$ cat src/rtl/spi_rx_pkg.sv
// rtl/spi_rx_pkg.sv - shared state type, default timing and helpers for the SPI byte receiver
package spi_rx_pkg;

  typedef enum logic {
    ST_IDLE  = 1'b0,
    ST_SHIFT = 1'b1
  } rx_state_t;

  localparam int BIT_DIV_DEFAULT = 34;

  // Value the counter sequence must take on the byte following prev.
  function automatic logic [7:0] next_expected(input logic [7:0] prev);
    return prev + 8'd1;
  endfunction

endpackage

$ cat src/rtl/spi_bit_timer.sv
// rtl/spi_bit_timer.sv - bit/byte timing for the SPI byte receiver
// Counts sclk cycles within a serial bit and bits within a byte; strobes are combinational.
module spi_bit_timer
  import spi_rx_pkg::*;
#(
  parameter int BIT_DIV = BIT_DIV_DEFAULT
) (
  input  logic sclk,
  input  logic reset,
  input  logic i_start,
  input  logic i_run,
  output logic o_sample_tick,
  output logic o_bit_end,
  output logic o_byte_end
);

  localparam int DIV_W = $clog2(BIT_DIV);
  localparam logic [DIV_W-1:0] DIV_MID  = DIV_W'(BIT_DIV / 2 - 1);
  localparam logic [DIV_W-1:0] DIV_LAST = DIV_W'(BIT_DIV - 1);

  logic [DIV_W-1:0] r_div;
  logic [2:0]       r_bit_idx;

  // bit_idx wraps 7 -> 0 by its width, so back-to-back bytes need no extra restart.
  always_ff @(posedge sclk or posedge reset) begin
    if (reset) begin
      r_div     <= '0;
      r_bit_idx <= 3'd0;
    end else if (i_start) begin
      r_div     <= '0;
      r_bit_idx <= 3'd0;
    end else if (i_run) begin
      if (r_div == DIV_LAST) begin
        r_div     <= '0;
        r_bit_idx <= r_bit_idx + 3'd1;
      end else begin
        r_div <= r_div + 1'b1;
      end
    end
  end

  assign o_sample_tick = i_run && (r_div == DIV_MID);
  assign o_bit_end     = i_run && (r_div == DIV_LAST);
  assign o_byte_end    = o_bit_end && (r_bit_idx == 3'd7);

endmodule

$ cat src/rtl/spi_byte_receiver.sv
// rtl/spi_byte_receiver.sv - oversampling LSB-first SPI byte receiver with valid/ready output
// Also checks that successive bytes count upward and keeps sticky overrun/error statistics.
module spi_byte_receiver
  import spi_rx_pkg::*;
#(
  parameter int BIT_DIV   = BIT_DIV_DEFAULT,
  parameter bit SEQ_CHECK = 1'b1
) (
  input  logic        sclk,
  input  logic        reset,
  input  logic        mosi,
  input  logic        cs,
  input  logic        rx_ready,
  input  logic        clr_err,
  output logic [7:0]  rx_data,
  output logic        rx_valid,
  output logic        overrun,
  output logic        seq_err,
  output logic [15:0] err_count
);

  rx_state_t r_state;
  rx_state_t w_state_nxt;

  logic       r_cs_d;
  logic [7:0] r_shreg;
  logic [7:0] r_last;
  logic       r_have_last;

  logic w_start;
  logic w_run;
  logic w_sample_tick;
  logic w_bit_end;
  logic w_byte_end;
  logic w_byte_done;
  logic w_mismatch;

  always_ff @(posedge sclk or posedge reset) begin
    if (reset) begin
      r_state <= ST_IDLE;
      r_cs_d  <= 1'b0;
    end else begin
      r_state <= w_state_nxt;
      r_cs_d  <= cs;
    end
  end

  // Dropping cs in SHIFT aborts at once; the timer is simply frozen and restarted next frame.
  always_comb begin
    w_state_nxt = r_state;
    w_start     = 1'b0;
    w_run       = 1'b0;
    case (r_state)
      ST_IDLE: begin
        if (cs && !r_cs_d) begin
          w_start     = 1'b1;
          w_state_nxt = ST_SHIFT;
        end
      end
      ST_SHIFT: begin
        if (cs) begin
          w_run = 1'b1;
        end else begin
          w_state_nxt = ST_IDLE;
        end
      end
      default: w_state_nxt = ST_IDLE;
    endcase
  end

  spi_bit_timer #(
    .BIT_DIV(BIT_DIV)
  ) u_bit_timer (
    .sclk         (sclk),
    .reset        (reset),
    .i_start      (w_start),
    .i_run        (w_run),
    .o_sample_tick(w_sample_tick),
    .o_bit_end    (w_bit_end),
    .o_byte_end   (w_byte_end)
  );

  assign w_byte_done = w_bit_end && w_byte_end;

  always_ff @(posedge sclk or posedge reset) begin
    if (reset) begin
      r_shreg <= 8'h00;
    end else if (w_sample_tick) begin
      r_shreg <= {mosi, r_shreg[7:1]};
    end
  end

  // A byte finishing while the previous one is still unaccepted is dropped, not queued.
  always_ff @(posedge sclk or posedge reset) begin
    if (reset) begin
      rx_data  <= 8'h00;
      rx_valid <= 1'b0;
      overrun  <= 1'b0;
    end else begin
      if (w_byte_done) begin
        if (!rx_valid || rx_ready) begin
          rx_data  <= r_shreg;
          rx_valid <= 1'b1;
        end else begin
          overrun <= 1'b1;
        end
      end else if (rx_valid && rx_ready) begin
        rx_valid <= 1'b0;
      end
      if (clr_err) begin
        overrun <= 1'b0;
      end
    end
  end

  assign w_mismatch = SEQ_CHECK && r_have_last && (r_shreg != next_expected(r_last));

  // clr_err outranks a coincident byte: no pulse, no count, and that byte does not seed history.
  always_ff @(posedge sclk or posedge reset) begin
    if (reset) begin
      r_last      <= 8'h00;
      r_have_last <= 1'b0;
      seq_err     <= 1'b0;
      err_count   <= 16'h0000;
    end else begin
      seq_err <= 1'b0;
      if (clr_err) begin
        r_have_last <= 1'b0;
        err_count   <= 16'h0000;
      end else if (w_byte_done) begin
        r_last      <= r_shreg;
        r_have_last <= 1'b1;
        if (w_mismatch) begin
          seq_err <= 1'b1;
          if (err_count != 16'hFFFF) begin
            err_count <= err_count + 16'd1;
          end
        end
      end
    end
  end

endmodule

$ cat config.mk
export PLATFORM = sky130hd
export DESIGN_NAME = spi_byte_receiver
export DESIGN_NICKNAME = d
export VERILOG_FILES = /design/src/rtl/spi_rx_pkg.sv /design/src/rtl/spi_bit_timer.sv /design/src/rtl/spi_byte_receiver.sv
export SDC_FILE = /design/constraint.sdc
export NUM_CORES = 1
export LEC_CHECK = 0
export ABC_AREA = 0
export BUFFER_PORTS_ARGS = -buffer_cell sky130_fd_sc_hd__buf_4
export CAP_MARGIN = 10
export CORE_UTILIZATION = 55
export DETAILED_ROUTE_END_ITERATION = 16
export GPL_TIMING_DRIVEN = 1
export PLACE_DENSITY = 0.83
export SYNTH_ARGS = -nofsm -noshare
export SYNTH_HDL_FRONTEND = slang
export SYNTH_SLANG_ARGS = --single-unit
$ cat constraint.sdc
create_clock -name sclk -period 3.7 [get_ports sclk]
set_input_delay 0.185 -clock sclk [delete_from_list [all_inputs] [get_ports sclk]]
set_output_delay 0.185 -clock sclk [all_outputs]
set_load 0.01 [all_outputs]
==> metrics.md, run 1 <==
| Metric | Value |
|---|---|
| Overflow after GRT | 0 |
| Crit Path Max Fanout | 11 |
| CTS clk-pin slew, worst paths | 0.10 ns |
| Final period util | 0.618 |
| RSZ-0062 raised after global routing | false |
| Post-CTS Setup Bufs | 0 |
| Worst reg2reg setup slack | around 1.4 ns |
| Outcome | finished clean |
| Initial antenna violation count | 0 |
| Starting Density | 0.588 |
| Cells after synthesis | 275 |
| Dpl hpwl | about 4000 um |
| Area growth, synth to finish | 14.1% |
| Max Clk Rate | 437 MHz |
| Dpl ws | approximately 1.5 ns |
| Final Critical Period | 2.29 ns |
| Number of buffers added on ports | 32 |
| DRT antenna net count | 0 |
| Worst Setup Slack, final | 1.41 ns |
| Final Hold Viols | 0 |
| Total die area | 5480 sq um |
| Die height | 74.0 um |
| Commonest non-fill, non-tap cell in the layout | dfrtp_1 |
| Post-synth ARST share | 1.00 |
| Commonest cells after routing, fill and taps aside | 55 x dfrtp_1, 34 x buf_4, 23 x mux2_2, 17 x inv_1 |
| Die X | 74.0 um |
| # IOs | 33 |
| Deepest clock path buffer count | 2 |
| Crit Path Category | register to register |
| Post-synthesis net count | around 290 |
| EDFF count, synth | 0 |
| Ratio of cells with drive above 1 in the final layout | 0.236 |
| Flops & latches, synth | 55 |
| Crit path arrival time | 2.48 ns |
| Final slew viol count | 0 |
| Critical path launch point type | register |
| Root Buffer | clkbuf_8 |
| Total negative slack | 0 ns |
| # diodes | 0 |
| Synthesis warning total | 0 |
| Main area contributors after synthesis | dfrtp_1 48%, mux2_2 9.1%, ha_1 3.1%, nand3_1 2.8%, inv_1 2.4% |
| Drt wl/cell | 15.4 um |
| Lkg Pwr | around 0.0015 uW |
| H-tree levels | 2 |
| Max-slew headroom | 0.532 |
| Register area share after synthesis | 0.482 |
| 1st-iter DRT viols | 221 |
| Global-route wire length before repair | 9560 um |
| Pwr per Cell Area | 310 nW/um^2 |
| Class of the worst hold path | input port to register |
| Final Skew | 0.00841 ns |
| Setup Viol. Count Final | 0 |
| Cell taking the most area after synthesis | dfrtp_1 |
| Vias | 2264 |
| Peak supply drop | 0.191 mV |
| Max cap viols | 0 |
| Vias per cell | between 6 and 7 |
| DRC Markers | 0 |
| Vias in the first global route | 2072 |
| Total Wirelength | 5780 um |
| Setup crit end kind | register |
| WHS | roughly 0.025 ns |
| CTS tree | built |
| Clk_lat worst skew | 0.31 ns |
| # hold bufs at CTS | 0 |
| Distinct cell type count after synthesis | 44 |
| Slew @ Worst Pin | 0.696 ns |
| Num CTS Buffers | 5 |
| Largest net degree at the start of global routing | 56 |
| Most used DFF post-synth | dfrtp_1 |
| Yosys top cell area share | 0.482 |
| Cts repair resizes | 0 |
| Rows | 25 |
| Syn avg cell area | 10.4 sq um |
| Tot GR Track Use | 0.228 |
| Mapped Area | 2850 sq um |
| RePlAce Congestion | 0.861 |
| Critical Path RT | around 4 ns |
| First-pass DRT Iterations | 5 |
| Placeable Area | between 4000 and 5000 sq um |
| TritonCTS Sinks | 55 |
| # nets final | 321 |
critical path, cell delays in order, from the launching register on:
cell and delay [ns]:
dfrtp_1 0.44, ha_1 0.27, nand2_1 0.08, or3_1 0.36, a211oi_2 0.27, nand3_1 0.39
o211ai_1 0.24, o21ai_1 0.10
kinds of logic after synthesis:
| family | Yosys count | synth area share |
|---|---|---|
| compound gates | 58 | 0.134 |
| xor+xnor | 10 | 0.0307 |
| buf+inv | 26 | 0.0373 |
| fa+ha+maj | 7 | 0.0307 |
| mux | 25 | 0.0982 |
| simple gates | 94 | 0.186 |
| flops | 55 | 0.482 |
worst paths after layout:
path,start,to,depth (start not counted)
min in group asynchronous,reset,rx_data[4],3
min reg2reg,u_bit_timer.r_bit_idx[0],u_bit_timer.r_bit_idx[0],1
min,cs,r_cs_d,1
max reg2reg,r_last[0],err_count[12],7
max in group asynchronous,reset,overrun,3
max,r_last[0],err_count[12],7
per-layer routing:
metal,GRT usage,part of all wire,vias to the layer above
met5,0,0,-
met1,0.302,0.45,1097
met2,0.382,0.48,77
li1,-,-,1079
met3,0.0420,0.053,11
met4,0.0705,0.016,0
power by group:
group          internal, uW  switching, uW
clock                   140            209
sequential              607           9.03
combinational          14.5           31.2
total                   761            249
cell type report:
| type | count | area, sq um |
|---|---|---|
| fillers | 384 | 1590 |
| well taps | 67 | 83.8 |
| clock inverters | 3 | 26.3 |
| clock buffers | 5 | 68.8 |
| flip-flops and latches | 55 | 1380 |
| inverters | 18 | 67.6 |
| multi-input cells | 194 | 1380 |
| repair buffers | 34 | 255 |
Yosys cell counts, types with 3 or more instances:
library cell,count
o211ai_1,6
nor4_1,3
dfrtp_1,55
and2_1,5
clkbuf_1,6
nand3b_1,4
o21ai_1,8
ha_1,7
or4_1,8
nand2_1,16
nand2b_1,3
xor2_1,4
inv_1,18
nand3_1,16
a22o_1,4
and4_1,3
mux2_2,23
a21oi_1,11
o21ai_0,8
o22ai_1,3
xnor2_1,6
nand4_1,4
nor2_1,15
o31ai_1,8
and3_1,7
stage by stage:
| step | area [sq um] | util | power (uW) | cells |
|---|---|---|---|---|
| 2_1_floorplan | 2850 | - | 657 | 275 |
| 3_3_place_gp | 3160 | 0.652 | 672 | 368 |
| 3_5_place_dp | 3160 | 0.652 | 674 | 368 |
| 4_1_cts | 3250 | 0.671 | 1020 | 376 |
| 5_1_grt | 3250 | 0.671 | 1050 | 376 |
| 6_report | 3250 | 0.671 | 1010 | 376 |
flip-flops by register name, summed over array words and instances (netlist names):
name and cells:
r_last 8, rx_valid 1, r_cs_d 1, r_state 1
rx_data 8, u_bit_timer.r_bit_idx 3, u_bit_timer.r_div 6, r_shreg 8
err_count 16, r_have_last 1, seq_err 1, overrun 1
No activity file was read; power rests on OpenSTA's default activity.
==> inputs of run 2 (changes only) <==
CORE_UTILIZATION = 52   (was 55)
PLACE_DENSITY = 0.82   (was 0.83)
clock period = 2 ns   (was 3.7 ns; I/O delays follow)
==> metrics.md, run 2 (synthesized netlist as in run 1, its figures left out) <==
| Metric | Value |
|---|---|
| Outcome | finished, violations left |
| Failing checks | setup timing |
| FF-to-FF End | err_count[10] |
| DP Area | around 3400 sq um |
| Slew @ Worst Pin | a little over 0.7 ns |
| Final Hold Viols | 0 |
| DRT antenna net count | 0 |
| Critical path's top delay family | simple AND/OR/NAND/NOR gates |
| CP max stage delay | 0.52 ns |
| Setup Viol. Count Final | 13 |
| Deepest clock path buffer count | 2 |
| # nets final | 361 |
| Crit Path Category | register to register |
| Met3 Use GR | 0.0455 |
| Commonest cells after routing, fill and taps aside | 67 x buf_4, 54 x dfrtp_1, 23 x mux2_2, 17 x inv_1, 15 x nor2_1 |
| Max-slew headroom | 0.529 |
| Num CTS Buffers | 5 |
| Vias | 2559 |
| Number of buffers added on ports | 32 |
| Critical Path RT | 2.25 ns |
| First-pass DRT Iterations | 5 |
| Largest Register | err_count |
| RSZ-0062 raised after global routing | true |
| Worst reg2reg startpoint | err_count[1] |
| CTS clk-pin slew, worst paths | 0.11 ns |
| TritonCTS Sinks | 55 |
| Crit path arrival time | approximately 2.3 ns |
| Largest net degree at the start of global routing | 56 |
| Placeable Area | 5200 sq um |
| Root Buffer | clkbuf_8 |
| Total Wirelength | 7300 um |
| RePlAce Congestion | 0.883 |
| CP endpoint | err_count[10] |
| Drt wl/cell | 17.4 um |
| WHS | 0.0569 ns |
| Final Skew | 0.0101 ns |
| Multi-input gate area | 1550 sq um |
| Initial antenna violation count | 0 |
| Max cap viols | 0 |
| Total die area | 5790 sq um |
| Overflow after GRT | 0 |
| Rows | 26 |
| Tot GR Track Use | 0.255 |
| # diodes | 0 |
| CTS tree | built |
| CP cell instances | ha_1, and2_1, and4_1, nand3_1, nand3_4, or4_4, a21oi_2 |
| Final slew viol count | 0 |
| Starting Density | 0.548 |
| Commonest non-fill, non-tap cell in the layout | buf_4 |
| Clk_lat worst skew | around 0.32 ns |
| Lkg Pwr | 0.00176 uW |
| Final Critical Period | 2.06 ns |
| # IOs | 33 |
| Global-route met1 utilization | 0.326 |
| Critical-path top delay cell | or4_4 |
| Worst reg2reg setup slack | -0.06 ns |
| Die height | 76.1 um |
| Max Clk Rate | 485 MHz |
| Dpl cells | 403 |
| Max FFs per register | 16 |
| Final period util | 1.03 |
| CP bufs+invs | 0 |
| Met2 Resource Use GR | 0.444 |
| Dpl ws | -0.0735 ns |
| Vias per cell | between 6 and 7 |
| Setup crit end kind | register |
| Non-filler instance count after layout | approximately 420 |
| H-tree levels | 2 |
| Ratio of cells with drive above 1 in the final layout | 0.387 |
| Worst Reg-to-Reg Cells | 7 |
| Crit path launch | err_count[1] |
| Crit Path Max Fanout | 8 |
| Vias in the first global route | between 2000 and 3000 |
| Busiest metal layer after global routing | met2 |
| Area growth, synth to finish | 31.6% |
| Final instance area | 3750 sq um |
| Worst Setup Slack, final | -0.0623 ns |
| Class of the worst hold path | input port to register |
| Filler cells | 355 |
| Global-route wire length before repair | 12000 um |
| Dpl hpwl | 4720 um |
| Critical path depth | 7 |
| Critical path launch point type | register |
| Peak supply drop | 0.393 mV |
| Pwr per Cell Area | 515 nW/um^2 |
| 1st-iter DRT viols | 246 |
| Storage element area | 1380 sq um |
| DRC Markers | 0 |
| Die X | 76.1 um |
-- run 2: cell types whose count changed in the layout (fill, tap and decap cells not counted), sizes merged --
cell,change
dlygate4sd3,+3
and3,+1
inv,+1
clkinv,-1
buf,+36
-- run 2: final cells by class --
type / count / share of cell area
Tap cell: 70 / 0.0233
Sequential cell: 55 / 0.367
Clock inverter: 3 / 0.00767
Multi-Input combinational cell: 195 / 0.412
Timing Repair Buffer: 73 / 0.153
Inverter: 18 / 0.0180
Clock buffer: 5 / 0.0183
-- run 2: timing repair --
item                       CTS  global route
hold endpoints to repair    21             1
gates cloned                 1             0
setup buffers                3             1
setup endpoints to repair   15            26
hold buffers                 2             1
gates resized for setup     15            20
pin swaps                    8             6
-- run 2: worst min path at each step --
| stage | depth (start not counted) | slack, ns | endpoint | start |
|---|---|---|---|---|
| 2_1_floorplan | 0 | 0.13 | r_cs_d | cs |
| 3_3_place_gp | 1 | 0.26 | r_cs_d | cs |
| 3_5_place_dp | 1 | 0.25 | r_cs_d | cs |
| 4_1_cts | 2 | 0.004 | r_shreg[7] | mosi |
| 5_1_grt | 2 | 0.06 | err_count[7] | clr_err |
| 6_report | 2 | 0.06 | err_count[7] | clr_err |
-- run 2: report_power, final --
part           switching [uW]  total (uW)  leakage, uW  internal (uW)
logic                    76.1         123     0.000950           47.3
clock network             413         679    0.0000511            266
registers                8.78        1130     0.000756           1120
total                     498        1930      0.00176           1440
-- run 2: layer usage --
metal  routed length, um  part of all wire
met4                 104             0.014
met3                 268             0.037
met5                   0                 0
met2                3750              0.51
met1                3180              0.43
-- run 2: metrics by stage --
stage                      util  total power [uW]  TNS (ns)
after global routing      0.721              2000     -1.81
after CTS                 0.701              1940   -0.0313
after detailed placement  0.658              1270    -0.393
final                     0.721              1930    -0.380
after global placement    0.658              1260  -0.00974
after floorplan               -              1210         0
